--- config.mk ---
export PLATFORM = sky130hd
export DESIGN_NAME = id_stage
export DESIGN_NICKNAME = d
export VERILOG_FILES = /design/src/rtl/rv_pkg.sv /design/src/rtl/id_decode.sv /design/src/rtl/id_stage.sv
export SDC_FILE = /design/constraint.sdc
export NUM_CORES = 1
export LEC_CHECK = 0
export BUFFER_PORTS_ARGS = -buffer_cell sky130_fd_sc_hd__buf_4
export CORE_AREA = 2 2 232 234
export CTS_BUF_LIST = sky130_fd_sc_hd__clkbuf_8
export DETAILED_ROUTE_END_ITERATION = 16
export DIE_AREA = 0 0 234 236
export PLACE_DENSITY = 0.63
export SETUP_SLACK_MARGIN = 0.3
export SYNTH_ARGS = -nofsm -noshare
export SYNTH_HDL_FRONTEND = slang
export SYNTH_HIERARCHICAL = 1
export SYNTH_SLANG_ARGS = --single-unit
--- constraint.sdc ---
create_clock -name clk -period 6.3 [get_ports clk]
set_input_delay 0.315 -clock clk [delete_from_list [all_inputs] [get_ports clk]]
set_output_delay 0.315 -clock clk [all_outputs]
set_load 0.1 [all_outputs]
--- src/rtl/rv_pkg.sv ---
// Shared RV32I(M) decode definitions: opcodes, function codes, NOP, immediates, bundle.
package rv_pkg;

   localparam int unsigned RV_XLEN = 32;
   localparam int unsigned REG_AW  = 5;

   localparam logic [31:0] INST_NOP = 32'h00000013;

   localparam logic [6:0] OPC_OP_IMM = 7'b0010011;
   localparam logic [6:0] OPC_OP     = 7'b0110011;
   localparam logic [6:0] OPC_LUI    = 7'b0110111;
   localparam logic [6:0] OPC_AUIPC  = 7'b0010111;
   localparam logic [6:0] OPC_JAL    = 7'b1101111;
   localparam logic [6:0] OPC_JALR   = 7'b1100111;
   localparam logic [6:0] OPC_BRANCH = 7'b1100011;
   localparam logic [6:0] OPC_LOAD   = 7'b0000011;
   localparam logic [6:0] OPC_STORE  = 7'b0100011;
   localparam logic [6:0] OPC_FENCE  = 7'b0001111;
   localparam logic [6:0] OPC_SYSTEM = 7'b1110011;

   localparam logic [6:0] F7_BASE   = 7'b0000000;
   localparam logic [6:0] F7_ALT    = 7'b0100000;
   localparam logic [6:0] F7_MULDIV = 7'b0000001;

   localparam logic [2:0] F3_ADD  = 3'b000;
   localparam logic [2:0] F3_SLL  = 3'b001;
   localparam logic [2:0] F3_SR   = 3'b101;
   localparam logic [2:0] F3_JALR = 3'b000;

   typedef enum logic [2:0] {
      IMM_NONE,
      IMM_I,
      IMM_S,
      IMM_B,
      IMM_U,
      IMM_J
   } imm_type_e;

   typedef struct packed {
      logic [RV_XLEN-1:0] op1;
      logic [RV_XLEN-1:0] op2;
      logic [RV_XLEN-1:0] op1_jump;
      logic [RV_XLEN-1:0] op2_jump;
      logic [31:0]        inst;
      logic [RV_XLEN-1:0] inst_addr;
      logic [RV_XLEN-1:0] reg1_rdata;
      logic [RV_XLEN-1:0] reg2_rdata;
      logic [RV_XLEN-1:0] csr_rdata;
      logic [RV_XLEN-1:0] csr_waddr;
      logic               reg_we;
      logic [REG_AW-1:0]  reg_waddr;
      logic               csr_we;
      logic               illegal;
   } id_bundle_t;

   // Sign/zero-extended immediate of the requested format.
   function automatic logic [RV_XLEN-1:0] imm_gen(input logic [31:0] inst, input imm_type_e t);
      logic [RV_XLEN-1:0] imm;
      case (t)
         IMM_I:   imm = {{20{inst[31]}}, inst[31:20]};
         IMM_S:   imm = {{20{inst[31]}}, inst[31:25], inst[11:7]};
         IMM_B:   imm = {{19{inst[31]}}, inst[31], inst[7], inst[30:25], inst[11:8], 1'b0};
         IMM_U:   imm = {inst[31:12], 12'b0};
         IMM_J:   imm = {{11{inst[31]}}, inst[31], inst[19:12], inst[20], inst[30:21], 1'b0};
         default: imm = '0;
      endcase
      return imm;
   endfunction

   // Output register contents after reset: a NOP with everything else cleared.
   function automatic id_bundle_t bundle_rst();
      id_bundle_t b;
      b      = '0;
      b.inst = INST_NOP;
      return b;
   endfunction

endpackage

--- src/rtl/id_decode.sv ---
// Combinational RV32I(M) decoder: instruction and operand data in, decoded bundle out.
module id_decode
   import rv_pkg::*;
#(
   parameter bit ENABLE_M = 1'b1
) (
   input  logic [31:0]         inst_i,
   input  logic [RV_XLEN-1:0]  inst_addr_i,
   input  logic [RV_XLEN-1:0]  rs1_data_i,
   input  logic [RV_XLEN-1:0]  rs2_data_i,
   input  logic [RV_XLEN-1:0]  csr_rdata_i,
   output id_bundle_t          bundle_o,
   output logic                uses_rs1_o,
   output logic                uses_rs2_o
);

   logic [6:0]        opcode;
   logic [2:0]        funct3;
   logic [6:0]        funct7;
   logic [REG_AW-1:0] rd;
   logic              legal;
   logic              wr_rd;

   assign opcode = inst_i[6:0];
   assign funct3 = inst_i[14:12];
   assign funct7 = inst_i[31:25];
   assign rd     = inst_i[11:7];

   // Per-opcode operand selection, legality and register usage.
   always_comb begin
      bundle_o            = '0;
      bundle_o.inst       = inst_i;
      bundle_o.inst_addr  = inst_addr_i;
      bundle_o.reg1_rdata = rs1_data_i;
      bundle_o.reg2_rdata = rs2_data_i;
      legal               = 1'b0;
      wr_rd               = 1'b0;
      uses_rs1_o          = 1'b0;
      uses_rs2_o          = 1'b0;
      case (opcode)
         OPC_OP_IMM: begin
            if (funct3 == F3_SLL)     legal = (funct7 == F7_BASE);
            else if (funct3 == F3_SR) legal = (funct7 == F7_BASE) || (funct7 == F7_ALT);
            else                      legal = 1'b1;
            uses_rs1_o   = 1'b1;
            wr_rd        = 1'b1;
            bundle_o.op1 = rs1_data_i;
            bundle_o.op2 = imm_gen(inst_i, IMM_I);
         end
         OPC_OP: begin
            case (funct7)
               F7_BASE:   legal = 1'b1;
               F7_ALT:    legal = (funct3 == F3_ADD) || (funct3 == F3_SR);
               F7_MULDIV: legal = ENABLE_M;
               default:   legal = 1'b0;
            endcase
            uses_rs1_o   = 1'b1;
            uses_rs2_o   = 1'b1;
            wr_rd        = 1'b1;
            bundle_o.op1 = rs1_data_i;
            bundle_o.op2 = rs2_data_i;
         end
         OPC_BRANCH: begin
            legal             = (funct3[2:1] != 2'b01);
            uses_rs1_o        = 1'b1;
            uses_rs2_o        = 1'b1;
            bundle_o.op1      = rs1_data_i;
            bundle_o.op2      = rs2_data_i;
            bundle_o.op1_jump = inst_addr_i;
            bundle_o.op2_jump = imm_gen(inst_i, IMM_B);
         end
         OPC_LOAD: begin
            legal        = funct3 inside {3'b000, 3'b001, 3'b010, 3'b100, 3'b101};
            uses_rs1_o   = 1'b1;
            wr_rd        = 1'b1;
            bundle_o.op1 = rs1_data_i;
            bundle_o.op2 = imm_gen(inst_i, IMM_I);
         end
         OPC_STORE: begin
            legal        = funct3 inside {3'b000, 3'b001, 3'b010};
            uses_rs1_o   = 1'b1;
            uses_rs2_o   = 1'b1;
            bundle_o.op1 = rs1_data_i;
            bundle_o.op2 = imm_gen(inst_i, IMM_S);
         end
         OPC_JAL: begin
            legal             = 1'b1;
            wr_rd             = 1'b1;
            bundle_o.op1      = inst_addr_i;
            bundle_o.op2      = RV_XLEN'(4);
            bundle_o.op1_jump = inst_addr_i;
            bundle_o.op2_jump = imm_gen(inst_i, IMM_J);
         end
         OPC_JALR: begin
            legal             = (funct3 == F3_JALR);
            uses_rs1_o        = 1'b1;
            wr_rd             = 1'b1;
            bundle_o.op1      = inst_addr_i;
            bundle_o.op2      = RV_XLEN'(4);
            bundle_o.op1_jump = rs1_data_i;
            bundle_o.op2_jump = imm_gen(inst_i, IMM_I);
         end
         OPC_LUI: begin
            legal        = 1'b1;
            wr_rd        = 1'b1;
            bundle_o.op1 = imm_gen(inst_i, IMM_U);
         end
         OPC_AUIPC: begin
            legal        = 1'b1;
            wr_rd        = 1'b1;
            bundle_o.op1 = inst_addr_i;
            bundle_o.op2 = imm_gen(inst_i, IMM_U);
         end
         OPC_FENCE: begin
            legal = funct3 inside {3'b000, 3'b001};
         end
         OPC_SYSTEM: begin
            // Only the CSR forms; funct3[2] selects the immediate (no rs1) variants.
            legal              = (funct3[1:0] != 2'b00);
            uses_rs1_o         = ~funct3[2];
            wr_rd              = 1'b1;
            bundle_o.csr_we    = 1'b1;
            bundle_o.csr_waddr = RV_XLEN'(inst_i[31:20]);
            bundle_o.csr_rdata = csr_rdata_i;
         end
         default: legal = 1'b0;
      endcase

      bundle_o.illegal = ~legal;
      if (legal) begin
         bundle_o.reg_we    = wr_rd & (rd != '0);
         bundle_o.reg_waddr = wr_rd ? rd : '0;
      end else begin
         bundle_o.op1       = '0;
         bundle_o.op2       = '0;
         bundle_o.op1_jump  = '0;
         bundle_o.op2_jump  = '0;
         bundle_o.csr_we    = 1'b0;
         bundle_o.csr_waddr = '0;
         bundle_o.csr_rdata = '0;
      end
   end

endmodule

--- src/rtl/id_stage.sv ---
// Registered, handshaked RV32I(M) decode stage with load-use stall, flush and WB forwarding.
module id_stage
   import rv_pkg::*;
#(
   parameter int unsigned XLEN      = 32,
   parameter bit          ENABLE_M  = 1'b1,
   parameter bit          BYPASS_EN = 1'b1,
   parameter int unsigned CNT_W     = 16
) (
   input  logic              clk,
   input  logic              rst,
   input  logic              in_valid_i,
   output logic              in_ready_o,
   input  logic [31:0]       inst_i,
   input  logic [XLEN-1:0]   inst_addr_i,
   output logic [4:0]        reg1_raddr_o,
   output logic [4:0]        reg2_raddr_o,
   input  logic [XLEN-1:0]   reg1_rdata_i,
   input  logic [XLEN-1:0]   reg2_rdata_i,
   output logic [XLEN-1:0]   csr_raddr_o,
   input  logic [XLEN-1:0]   csr_rdata_i,
   input  logic              ex_jump_flag_i,
   input  logic              ex_load_pend_i,
   input  logic [4:0]        ex_load_rd_i,
   input  logic              fwd_we_i,
   input  logic [4:0]        fwd_waddr_i,
   input  logic [XLEN-1:0]   fwd_wdata_i,
   output logic              out_valid_o,
   input  logic              out_ready_i,
   output logic [XLEN-1:0]   op1_o,
   output logic [XLEN-1:0]   op2_o,
   output logic [XLEN-1:0]   op1_jump_o,
   output logic [XLEN-1:0]   op2_jump_o,
   output logic [31:0]       inst_o,
   output logic [XLEN-1:0]   inst_addr_o,
   output logic [XLEN-1:0]   reg1_rdata_o,
   output logic [XLEN-1:0]   reg2_rdata_o,
   output logic              reg_we_o,
   output logic [4:0]        reg_waddr_o,
   output logic              csr_we_o,
   output logic [XLEN-1:0]   csr_rdata_o,
   output logic [XLEN-1:0]   csr_waddr_o,
   output logic              illegal_o,
   output logic [CNT_W-1:0]  stall_cnt_o
);

   if (XLEN != 32) begin : g_xlen_chk
      $error("id_stage: only XLEN=32 is supported");
   end

   logic [REG_AW-1:0] rs1, rs2;
   logic [XLEN-1:0]   rs1_fwd, rs2_fwd;
   logic              uses_rs1, uses_rs2;
   logic              hazard, accept, stall_inc;
   id_bundle_t        dec_bundle, bundle_q, bundle_d;
   logic              valid_q, valid_d;
   logic [CNT_W-1:0]  cnt_q, cnt_d;

   assign rs1          = inst_i[19:15];
   assign rs2          = inst_i[24:20];
   assign reg1_raddr_o = rs1;
   assign reg2_raddr_o = rs2;
   assign csr_raddr_o  = (inst_i[6:0] == OPC_SYSTEM) ? XLEN'(inst_i[31:20]) : '0;

   // x0 reads as zero; otherwise a matching write-back overrides the regfile.
   always_comb begin
      rs1_fwd = reg1_rdata_i;
      rs2_fwd = reg2_rdata_i;
      if (rs1 == '0)                                            rs1_fwd = '0;
      else if (BYPASS_EN && fwd_we_i && (fwd_waddr_i == rs1))   rs1_fwd = fwd_wdata_i;
      if (rs2 == '0)                                            rs2_fwd = '0;
      else if (BYPASS_EN && fwd_we_i && (fwd_waddr_i == rs2))   rs2_fwd = fwd_wdata_i;
   end

   id_decode #(
      .ENABLE_M (ENABLE_M)
   ) u_decode (
      .inst_i      (inst_i),
      .inst_addr_i (inst_addr_i),
      .rs1_data_i  (rs1_fwd),
      .rs2_data_i  (rs2_fwd),
      .csr_rdata_i (csr_rdata_i),
      .bundle_o    (dec_bundle),
      .uses_rs1_o  (uses_rs1),
      .uses_rs2_o  (uses_rs2)
   );

   assign hazard    = ex_load_pend_i & (ex_load_rd_i != '0) &
                      ((uses_rs1 & (rs1 == ex_load_rd_i)) | (uses_rs2 & (rs2 == ex_load_rd_i)));
   assign in_ready_o = (~valid_q | out_ready_i) & ~hazard;
   assign accept    = in_valid_i & in_ready_o;
   assign stall_inc = in_valid_i & hazard & ~ex_jump_flag_i;

   // Next state: flush beats accept; consumption without accept leaves a bubble.
   always_comb begin
      valid_d  = valid_q;
      bundle_d = bundle_q;
      cnt_d    = cnt_q;
      if (ex_jump_flag_i) begin
         valid_d = 1'b0;
      end else if (accept) begin
         valid_d  = 1'b1;
         bundle_d = dec_bundle;
      end else if (out_ready_i) begin
         valid_d = 1'b0;
      end
      if (stall_inc && (cnt_q != '1)) cnt_d = cnt_q + CNT_W'(1);
   end

   // Output register and stall counter.
   always_ff @(posedge clk) begin
      if (!rst) begin
         valid_q  <= 1'b0;
         bundle_q <= bundle_rst();
         cnt_q    <= '0;
      end else begin
         valid_q  <= valid_d;
         bundle_q <= bundle_d;
         cnt_q    <= cnt_d;
      end
   end

   assign out_valid_o  = valid_q;
   assign op1_o        = bundle_q.op1;
   assign op2_o        = bundle_q.op2;
   assign op1_jump_o   = bundle_q.op1_jump;
   assign op2_jump_o   = bundle_q.op2_jump;
   assign inst_o       = bundle_q.inst;
   assign inst_addr_o  = bundle_q.inst_addr;
   assign reg1_rdata_o = bundle_q.reg1_rdata;
   assign reg2_rdata_o = bundle_q.reg2_rdata;
   assign reg_we_o     = bundle_q.reg_we;
   assign reg_waddr_o  = bundle_q.reg_waddr;
   assign csr_we_o     = bundle_q.csr_we;
   assign csr_rdata_o  = bundle_q.csr_rdata;
   assign csr_waddr_o  = bundle_q.csr_waddr;
   assign illegal_o    = bundle_q.illegal;
   assign stall_cnt_o  = cnt_q;

endmodule

==> results.md <==
* Syn-to-layout area delta at 27.7%
* Ant diodes at 0
* Post-DP HPWL at roughly 54 mm
* Root Buffer: clkbuf_8
* Initial core utilization at 0.349
* Pin count of the biggest net entering global routing at 226
* NetSw at 1.84 mW
* Max-cap viol count at 0
* Total power at 5.46 mW
* Final setup violation count at 0
* EDFF count, synth at 0
* Flop-to-flop setup slack at roughly 4 ns
* Routability Congestion at 0.961
* Layout Cells excl Fill at 3532
* Internal at approximately 3.6 mW
* Post-CTS sizing at 0
* Detailed Route Iter0 Violations at 1799
* Reg clk slew, reported paths at 0.06 ns
* Core ar. at 0.0531 mm2
* Gr usage total at 0.265
* Critical path endpoint category: flip-flop
* Number of port buffers at 576
* Critical Path RT at 6.86 ns
* FMAX at 0.277 GHz
* Die extent in x at 234 um
* CTS tree: yes
* H-tree depth at 2
* Die ar. at 0.0552 mm2
* P_leak at around 9 nW
* Fin area at 0.0237 mm2
* Via count at roughly 18000
* Total CTS buffers at 61
* Tcrit/Tclk final at 0.573
* Flop pwr share at 0.414
* Die H at 236 um
* Ratio of cells with drive above 1 in the final layout at 0.266
* Max clock buf depth at 3
* Max-slew violations at 0
* RSZ-0062 raised after global routing: false
* Global-route wire length before repair at 110 mm
* Clock Sinks at between 300 and 400
* Placed cell count at 3349
* Rel. slew slack at 0.189
* Vias in the first global route at 16700
* Cell Area, Synth at 0.0185 mm2
* Final hold vios at 0
* Worst skew pair latency at 0.66 ns
* Post-DR vias/cell at 5.17
* Worst Path Arrival at 4.17 ns
* DRT antenna net count at 0
* Main synth FF type: dfxtp_1
* Detailed Routing Iterations Pass 1 at 6
* Final net count at 3008
* Crit start category: input pin
* Pwr Density at 231 mW/mm2
* Maximum vdd drop at 0.000136 V
* Worst Path Max Fanout at roughly 120
* Synth Instances at 2426
* Sequential area share after synthesis at 0.372
* Gate power share at 0.206
* Io pins at 597
* Ys Warns at 6
* Synth cell types at 58
* Skew final at between 0.03 and 0.04 ns
* Status: complete, no violations
* Clk pwr share at 0.380
* Top area cells in the synthesized netlist: dfxtp_1 37%, nand3_1 9.1%, buf_4 8.8%, nand2_1 7.6%, o21ai_0 5.6%
* DRC at 0
* Post-synth ARST share at 0
* Row count at 85
* #FFs+latches synth at around 350
* Period minus WS final at 3.61 ns
* Overflow after GRT at 0
* Worst min-delay path category: in -> reg
* Placed inst area at 0.0217 mm2
* Net Sw Frac at 0.338
* Crit Path Class: in -> reg
* Dominant cell type by area after synthesis: dfxtp_1
* Worst Max-Slew Pin Slew at 1.21 ns
* Area fraction of the dominant cell type after synthesis at 0.372
* Mean Syn Cell Area at 7.64 um2
* Wire per inst at 21.7 um
* Initial antenna violation count at 0
* Routed WL at ~77 mm
* Setup TNS at 0 ns
==> metal layers <==
layer | vias to the layer above | share of wire | track usage
li1 | 8822 | - | -
met1 | 8526 | 0.41 | 0.336
met2 | 785 | 0.48 | 0.434
met3 | 137 | 0.084 | 0.0649
met4 | 0 | 0.034 | 0.0965
met5 | - | 0 | 0
==> area by class of cell <==
cell class	instances	area (um2)
clock buffer	73	1000
timing repair buffer	680	5420
sequential	345	6910
clock inverter	28	176
inverter	4	15.0
tap	696	871
multi-input combinational	1706	9290
fill	5297	29400
==> final timing paths <==
kind / start / endpoint / depth (start not counted)
max reg2reg: out_valid_o / reg2_rdata_o[6] / 5
max: inst_i[3] / reg2_rdata_o[6] / 13
min: inst_i[16] / inst_o[16] / 3
min reg2reg: csr_waddr_o[6] / csr_waddr_o[6] / 2
==> what timing repair did <==
item	4_1_cts	5_1_grt
hold buffers	82	0
hold endpoints to repair	82	0
buffers inserted	0	0
==> power by group through the flow <==
stage          Sequential, mW  Clock, mW  Combinational (mW)
2_1_floorplan            2.66          0               0.468
3_3_place_gp             2.30          0                1.07
3_5_place_dp             2.31          0                1.08
4_1_cts                  2.26       2.14                1.12
5_1_grt                  2.26       2.23                1.17
6_report                 2.26       2.07                1.13
==> metrics by stage <==
stage	util	worst slack [ns]	hold WS, ns
floorplan	-	2.96	0.394
global placement	0.409	2.66	0.436
detailed placement	0.409	2.57	0.442
CTS	0.446	2.75	0.00132
global route	0.446	2.49	0.00790
finish	0.446	2.69	0.0452
==> critical path, cell delays in order <==
cell and delay [ns]:
dlygate4sd3_1 0.54, buf_4 0.15, and3b_2 0.25, nand2b_2 0.56
o22ai_1 0.15, nand2_1 0.09, o21ai_0 0.08, nand2_1 0.11
o22ai_2 0.15, a211oi_4 0.84, buf_12 0.45, nand3_1 0.22
o21ai_1 0.14
==> cells in the mapped netlist, types with 3 or more instances <==
cell type / instances
xor2_1: 13
a31oi_1: 7
and3_1: 10
a22oi_1: 53
nand2_1: 373
nand4_1: 8
o22ai_1: 7
clkbuf_1: 145
nor2_1: 134
dfxtp_1: 345
and4_1: 3
mux2i_1: 72
and2_1: 59
nor3b_1: 11
buf_2: 24
xnor2_1: 12
nand3_1: 336
a222oi_1: 18
buf_4: 218
nor2_4: 60
or4_1: 9
o21ai_0: 208
nor4_1: 6
inv_1: 4
a221oi_1: 3
nor3_1: 18
nand2b_1: 9
nor2b_1: 10
buf_12: 6
clkbuf_2: 10
buf_6: 3
o31ai_1: 4
o21ai_1: 123
a21oi_1: 76
==> kinds of logic (layout without fill, tap and decap cells) <==
group | Yosys count | in the layout | synth area share
xor+xnor | 25 | 25 | 0.0118
flops | 345 | 345 | 0.372
simple gates | 1054 | 1054 | 0.282
other cells | 2 | 40 | 0.000405
compound gates | 514 | 514 | 0.156
fa+ha+maj | 1 | 1 | 0.000675
buf+inv | 413 | 785 | 0.137
mux | 72 | 72 | 0.0389
==> placed cells by master (no fill, tap or decap), types with 4 or more instances in the layout <==
cell / count
and3_1: 8
o31ai_1: 4
a31oi_1: 7
nor3b_1: 11
nor2_4: 61
nand3_1: 336
o21ai_1: 123
xor2_1: 13
dlygate4sd3_1: 82
mux2i_1: 72
buf_4: 589
a22oi_1: 53
nand4_1: 8
or4_1: 9
conb_1: 40
and2_1: 59
a21oi_1: 74
nor4_1: 6
buf_12: 8
clkbuf_8: 73
nand2b_1: 9
o21ai_0: 208
xnor2_1: 12
nor3_1: 17
nand2_1: 373
dfxtp_1: 345
o22ai_1: 7
nor2_1: 130
inv_1: 26
a222oi_1: 18
nor2b_1: 10
Note: power is estimated with default switching activity, not from simulation.
